--- config.mk ---
export PLATFORM = sky130hd
export DESIGN_NAME = jump_arc_ctrl
export DESIGN_NICKNAME = d
export VERILOG_FILES = /design/src/rtl/jump_arc_ctrl.sv
export SDC_FILE = /design/constraint.sdc
export NUM_CORES = 1
export LEC_CHECK = 0
export ABC_AREA = 0
export CORE_ASPECT_RATIO = 1.1
export CORE_MARGIN = 2
export CORE_UTILIZATION = 40
export CTS_CLUSTER_DIAMETER = 150
export DETAILED_ROUTE_END_ITERATION = 8
export PLACE_DENSITY = 0.61
export SLEW_MARGIN = 30
export SYNTH_ARGS = -nofsm -noshare
export SYNTH_HDL_FRONTEND = slang
export SYNTH_SLANG_ARGS = --single-unit
--- constraint.sdc ---
create_clock -name clk -period 3.4 [get_ports clk]
set_input_delay 1.02 -clock clk [delete_from_list [all_inputs] [get_ports clk]]
set_output_delay 1.02 -clock clk [all_outputs]
set_load 0.05 [all_outputs]
--- src/rtl/jump_arc_ctrl.sv ---
// Jump-height generator for the player sprite: rise, optional apex hold, fall.
// Motion advances only on frame ticks; air re-jumps are limited to MAX_JUMPS.
module jump_arc_ctrl #(
  parameter int WIDTH     = 10,
  parameter int STEP      = 15,
  parameter int PEAK      = 90,
  parameter int CEIL      = 500,
  parameter int HOLD      = 2,
  parameter int MAX_JUMPS = 2
) (
  input  logic                           clk,
  input  logic                           reset_n,
  input  logic                           tick,
  input  logic                           jump_req,
  output logic [WIDTH-1:0]               height,
  output logic                           airborne,
  output logic                           at_peak,
  output logic                           land,
  output logic [$clog2(MAX_JUMPS+1)-1:0] jumps_used
);

  localparam int JW  = $clog2(MAX_JUMPS+1);
  localparam int HCW = (HOLD > 1) ? $clog2(HOLD) : 1;

  // Wide constants so sums can be compared without wrapping.
  localparam logic [WIDTH:0]   STEP_X    = (WIDTH+1)'(STEP);
  localparam logic [WIDTH:0]   PEAK_X    = (WIDTH+1)'(PEAK);
  localparam logic [WIDTH:0]   CEIL_X    = (WIDTH+1)'(CEIL);
  localparam logic [WIDTH-1:0] STEP_W    = WIDTH'(STEP);
  localparam logic [WIDTH-1:0] CEIL_W    = WIDTH'(CEIL);
  localparam logic [WIDTH-1:0] APEX0_W   = WIDTH'((PEAK < CEIL) ? PEAK : CEIL);
  localparam logic [HCW-1:0]   HOLD_LAST = HCW'((HOLD > 0) ? HOLD - 1 : 0);
  localparam logic [JW-1:0]    MAX_J     = JW'(MAX_JUMPS);
  localparam logic [JW-1:0]    ONE_J     = JW'(1);

  typedef enum logic [1:0] {
    IDLE = 2'd0,
    RISE = 2'd1,
    HOLDS = 2'd2,
    FALL = 2'd3
  } state_t;

  state_t           state, state_next;
  logic [WIDTH-1:0] height_next;
  logic [WIDTH-1:0] apex, apex_next;
  logic [HCW-1:0]   hold_cnt, hold_cnt_next;
  logic [JW-1:0]    jumps_next;
  logic             land_next;
  logic             req_q;

  logic             jedge;
  logic             can_rejump;
  logic [WIDTH:0]   rise_sum;
  logic [WIDTH-1:0] rise_h;
  logic [WIDTH:0]   rejump_sum;
  logic [WIDTH-1:0] rejump_apex;

  assign jedge      = jump_req & ~req_q;
  assign can_rejump = jedge && (jumps_used < MAX_J);

  // Saturating rise step and clamped re-jump apex, computed one bit wider.
  assign rise_sum    = {1'b0, height} + STEP_X;
  assign rise_h      = (rise_sum >= {1'b0, apex}) ? apex : rise_sum[WIDTH-1:0];
  assign rejump_sum  = {1'b0, height} + PEAK_X;
  assign rejump_apex = (rejump_sum > CEIL_X) ? CEIL_W : rejump_sum[WIDTH-1:0];

  assign airborne = (state != IDLE);
  assign at_peak  = (state == HOLDS);

  // State and datapath registers; req_q resets high so a held button cannot jump.
  always_ff @(posedge clk or negedge reset_n) begin
    if (!reset_n) begin
      state      <= IDLE;
      height     <= '0;
      apex       <= '0;
      hold_cnt   <= '0;
      jumps_used <= '0;
      land       <= 1'b0;
      req_q      <= 1'b1;
    end else begin
      state      <= state_next;
      height     <= height_next;
      apex       <= apex_next;
      hold_cnt   <= hold_cnt_next;
      jumps_used <= jumps_next;
      land       <= land_next;
      req_q      <= jump_req;
    end
  end

  // Next-state logic: a usable jump edge outranks the frame tick.
  always_comb begin
    state_next    = state;
    height_next   = height;
    apex_next     = apex;
    hold_cnt_next = hold_cnt;
    jumps_next    = jumps_used;
    land_next     = 1'b0;

    if (state == IDLE) begin
      if (jedge) begin
        state_next = RISE;
        apex_next  = APEX0_W;
        jumps_next = ONE_J;
      end
    end else if (can_rejump) begin
      state_next = RISE;
      apex_next  = rejump_apex;
      jumps_next = jumps_used + ONE_J;
    end else if (tick) begin
      case (state)
        RISE: begin
          height_next = rise_h;
          if (rise_h == apex) begin
            hold_cnt_next = '0;
            state_next    = (HOLD > 0) ? HOLDS : FALL;
          end
        end
        HOLDS: begin
          if (hold_cnt == HOLD_LAST) begin
            state_next = FALL;
          end else begin
            hold_cnt_next = hold_cnt + HCW'(1);
          end
        end
        FALL: begin
          if ({1'b0, height} <= STEP_X) begin
            height_next = '0;
            state_next  = IDLE;
            land_next   = 1'b1;
            jumps_next  = '0;
          end else begin
            height_next = height - STEP_W;
          end
        end
        default: state_next = IDLE;
      endcase
    end
  end

endmodule

# Word-level counts from Yosys, hierarchy flattened
# Index checks and enable logic that the tools add are counted.
# op_classes
n_addsub,5
n_lt_le_gt_ge,4
n_eq_ne,9
mux,27
bitwise_logic,4
reduce_logical,14
# op_table
operator,count
2-to-1 mux 10 bit,6
2-to-1 mux 2 bit,11
case mux 10 bit (2 select lines),1
adder 10 x 4 -> 11 bit (second input constant),1
adder 10 x 7 -> 11 bit (second input constant),1
>= comparator 11 x 10 -> 1 bit,1
greater-than comparator 11 x 9 -> 1 bit (second input constant),1
== test 10 bit,1
<= comparator 10 x 4 -> 1 bit (second input constant),1
AND reduction 5 bit,2
subtractor 10 x 4 -> 10 bit (second input constant),1
nonzero test 3 bit,3
inequality test 4 bit (second input constant),2
AND reduction 4 bit,2
nonzero test 2 bit,4
2-to-1 mux 1 bit,7
case mux 2 bit (3 select lines),1
== test 2 bit (second input constant),2
inequality test 2 bit (second input constant),2
inequality test 4 x 1 -> 1 bit (second input constant),1
inverter 1 bit,3
adder 2 x 1 -> 2 bit (second input constant),1
== test 2 x 1 -> 1 bit (second input constant),1
zero test 2 bit,1
6 further kinds,6
# word_totals
register_bits,27
word_cells,70

# Depth between registers and ports, before layout
# logic_depth
depth_word,9
ltp_mapped,15
depth_no_buf,13

# Worst setup path after synthesis
# OpenSTA, ideal clock, no wires.
# synth_path
path_type,register to register
start,register height[0]
end,register state[1]
setup_time_ns,0.121
arrival_ns,3.317
path_slack_ns,-0.038
stages_incl_launch_ff,15
path_buffers,1
path_cell_list,dfrtp_1 -> clkbuf_1 -> inv_1 -> ha_1 -> or3b_4 -> and2_2 -> xor2_1 -> ha_1 -> a21oi_1 -> nor2b_1 -> a311oi_1 -> o21ai_2 -> a41oi_2 -> a211oi_1 -> a22o_1
# synth_via
elab_chain_len,6
# synth_lines
item,line_no,rtl
start: declaration,15,"output logic [WIDTH-1:0] height,"
start signal: assignment,82,height <= height_next;
adder 10 x 4 -> 11 bit,62,"assign rise_sum = {1'b0, height} + STEP_X;"
>= comparator 11 x 10 -> 1 bit,63,"assign rise_h = (rise_sum >= {1'b0, apex}) ? apex : rise_sum[WIDTH-1:0];"
2-to-1 mux 10 bit,63,
== test 10 bit,114,if (rise_h == apex) begin
inequality test 4 bit (no line),--,
AND reduction 5 bit (no line) (*),--,
end signal: assignment,81,state <= state_next;
end: declaration,43,"state_t state, state_next;"
# Every way passes the cells marked *; elsewhere a longest branch is shown, timed or not.
# A chain may end at the register's enable or synchronous reset.

# Final worst setup path
# layout_path
start,register height[0]
end,register height[1]
# layout_via
elab_chain_len,4
# layout_lines
item,line_no,rtl
adder 10 x 4 -> 11 bit,62,
>= comparator 11 x 10 -> 1 bit,63,
2-to-1 mux 10 bit,63,
case mux 10 bit (2 select lines) (*),111,case (state)
# Marked as above.

==> results.cfg <==
[routing]
drtPass1Iterations = 4
drt-total-wl_mm = 5.87
vias = 2008
wire_per_inst_um = 16.4
viasPerCell = 5.59
antenna_left = 0
drc_errors = 0
drtIter0Drc = 152

[yosys]
yosysSeqAreaShare_pct = 29.6
synth_cell_type_count = 59
synth-edff-count = 0
synth_flop_cell = dfrtp_1
syn_inst = 262
synth_warnings = 0
synth-seq-cells = 27
synth_area_um2 = 2280
synth_nets = 285
synth.avg_cell_area_um2 = 8.72
synth-async-reset-ratio_pct = 100

[sta]
holdWs_ps = 581
min_period_ps = 3200
fmax_mhz = 312
hold_viol = 0
setup_viol = 0
fin_worst_skew_ps = 6.15
fin_tns_setup_ps = 0
worst_pin_slew_ps = 753
rsz0062_at_grt = no
max-slew-margin-rel_pct = 49.8
slew_violations = 0
period_share_pct = 94.1

[global_route]
grt_pass1_vias = 2028
grt_max_degree = 28
antenna_found_initial = 0
grt_overflow_total = 0
grtUsageTotal_pct = 19.7
grt_util_met1_pct = 26.6
grtUsageMet2_pct = 33.8
busiest_layer = met2
grt_pass1_wl_mm = 10.1
grt_util_met3_pct = 1.63

[cts]
cts_sinks = 27
numCtsBuffers = 3
cts_hold_buf = 0
cts_root_buffer = clkbuf_8
clk_latency_ps = 280
cts_tree = built
cts_buffer_depth = 2
htreeDepth = 1
post_cts_buffers = 0
clkTransAtPathRegs_ps = 100
cts_resized = 0

[final_layout]
synthToLayoutAreaGrowth_pct = 15.6
drive_gt1_share_pct = 11.3
final_area_um2 = 2640
diodes = 0
fillers = 563
final_nets = 308

[hold_path]
holdCritPathClass = register to register
worstHoldPathCells = 2

[setup_path]
crit_path_frequent_cell = ha_1
cp.required_ps = 3600
critPathSlowestCell = or3b_4
crit_family = compound AO/OA/AOI/OAI gates
crit_arrival_ps = 3400
critPathKind = register to register
cp-start-kind = register
critPathBufInv = 2
crit_fanout = 15
end_kind = register
crit_chain = inv_1 > ha_1 > or3b_4 > and2_2 > xor2_1 > ha_1 > a21oi_1 > nor2b_1 > a311oi_2 > o21ai_2 > buf_4 > mux2i_1 > o21ai_0 > a21boi_0
cpPeakStageDelay_ps = 420
r2r_cells = 14
crit_cells = 14

[die]
die_x_um = 76.0
start_util_pct = 42.1
ios = 19
rows = 28
die_h_um = 83.2
die-area_um2 = 6330
coreArea_um2 = 5430

[placed_design]
placed_cell_area_um2 = 2590
gp_congestion = 0.885
portBuffers = 18
dp_hpwl_mm = 4.48

[status]
outcome = complete, no violations

[job]
maxCapViolations = 0
==> cells by family (layout without fill, tap and decap cells) <==
logic type               count (synthesis)  after routing  share of synthesized area, %
multiplexers                             6              6                          2.68
AND/OR/NAND/NOR                         70             70                          16.5
XOR/XNOR                                23             23                          10.0
AO/OA/AOI/OAI                           84             84                          24.5
flip-flops                              27             27                          29.6
buffers and inverters                   33             55                          6.19
adder cells (fa/ha/maj)                 19             19                          10.4
==> routing by layer <==
metal  up-vias  part of all wire (%)
li1        980                     -
met1       975                    45
met2        46                    49
met3         7                   4.6
met4         0                   1.2
met5         -                     0
==> cell usage in the layout (no fill, tap or decap), types with 3 or more instances in the layout <==
master,Yosys,routed
nor2b_1,4,4
a32oi_1,3,3
ha_1,19,19
nand2b_1,3,3
o21ai_0,30,30
nand3_1,5,5
inv_1,21,21
and3_1,4,4
clkdlybuf4s50_1,0,18
xor2_1,10,10
nor2_1,13,13
o22ai_1,4,4
a21oi_1,19,19
nand2_1,18,18
a21o_1,4,4
clkbuf_8,1,3
dfrtp_1,26,25
xnor2_1,11,11
buf_4,0,12
nand3b_1,3,3
nor3_1,5,5
mux2i_1,5,5
==> final timing paths <==
path	from	end	slack, ps
worst max-delay path	height[0]	height[1]	200
worst min-delay path	hold_cnt	hold_cnt	580
worst max register to register	height[0]	height[1]	200
worst min register to register	hold_cnt	hold_cnt	580
max in group asynchronous	reset_n	req_q	1980
min in group asynchronous	reset_n	apex[4]	1110
==> worst min-delay path: stages (launching register included) <==
cell and delay (ps):
dfrtp_1 380, a21oi_1 50, a21oi_1 110
==> synth_stat cells (all sizes together) (2+ instances only) <==
library cell	instances	area share, %
clkbuf	8	1.8
nand3	6	1.5
nor3b	2	0.66
a21o	4	1.3
o22ai	4	1.1
and3	5	1.4
nor2b	4	1.1
a32oi	3	1.2
dfrtp	26	28
o31ai	2	0.66
xnor3	2	2.0
mux2i	5	2.2
nand2	18	3.0
o221ai	2	0.77
o21ai	31	7.0
ha	19	10
a2bb2oi	2	0.77
a21oi	19	4.2
nor3	6	1.5
o211ai	2	0.66
nor2	13	2.1
buf	4	0.99
or3b	2	0.88
xnor2	11	4.2
nand2b	4	1.2
nand4	2	0.55
inv	21	3.5
xor2	10	3.8
nand3b	3	0.99
==> final cells by class <==
type,count,area [um^2],share of cell area (%)
Clock buffer,3,41.3,1.56
Clock inverter,1,5.00,0.190
Inverter,21,78.8,2.99
Multi-Input combinational cell,202,1470,55.8
Sequential cell,27,678,25.7
Tap cell,75,93.8,3.56
Timing Repair Buffer,30,270,10.2
==> through the flow <==
step / cells / worst slack [ps] / utilization, %
detailed placement: 355 / 245 / 47.6
global route: 359 / 43.0 / 48.6
finish: 359 / 199 / 48.6
global placement: 355 / 347 / 47.6
CTS: 359 / 205 / 48.5
floorplan: 262 / 57.9 / -
==> sequential cells by signal, indices dropped and copies added (netlist names) <==
| name | flops |
|---|---|
| apex | 10 |
| height | 10 |
| hold_cnt | 1 |
| jumps_used | 2 |
| land | 1 |
| req_q | 1 |
| state | 2 |
Power is not shown: default switching activity piles up to over one toggle a cycle in this logic, so the estimate is an artifact.
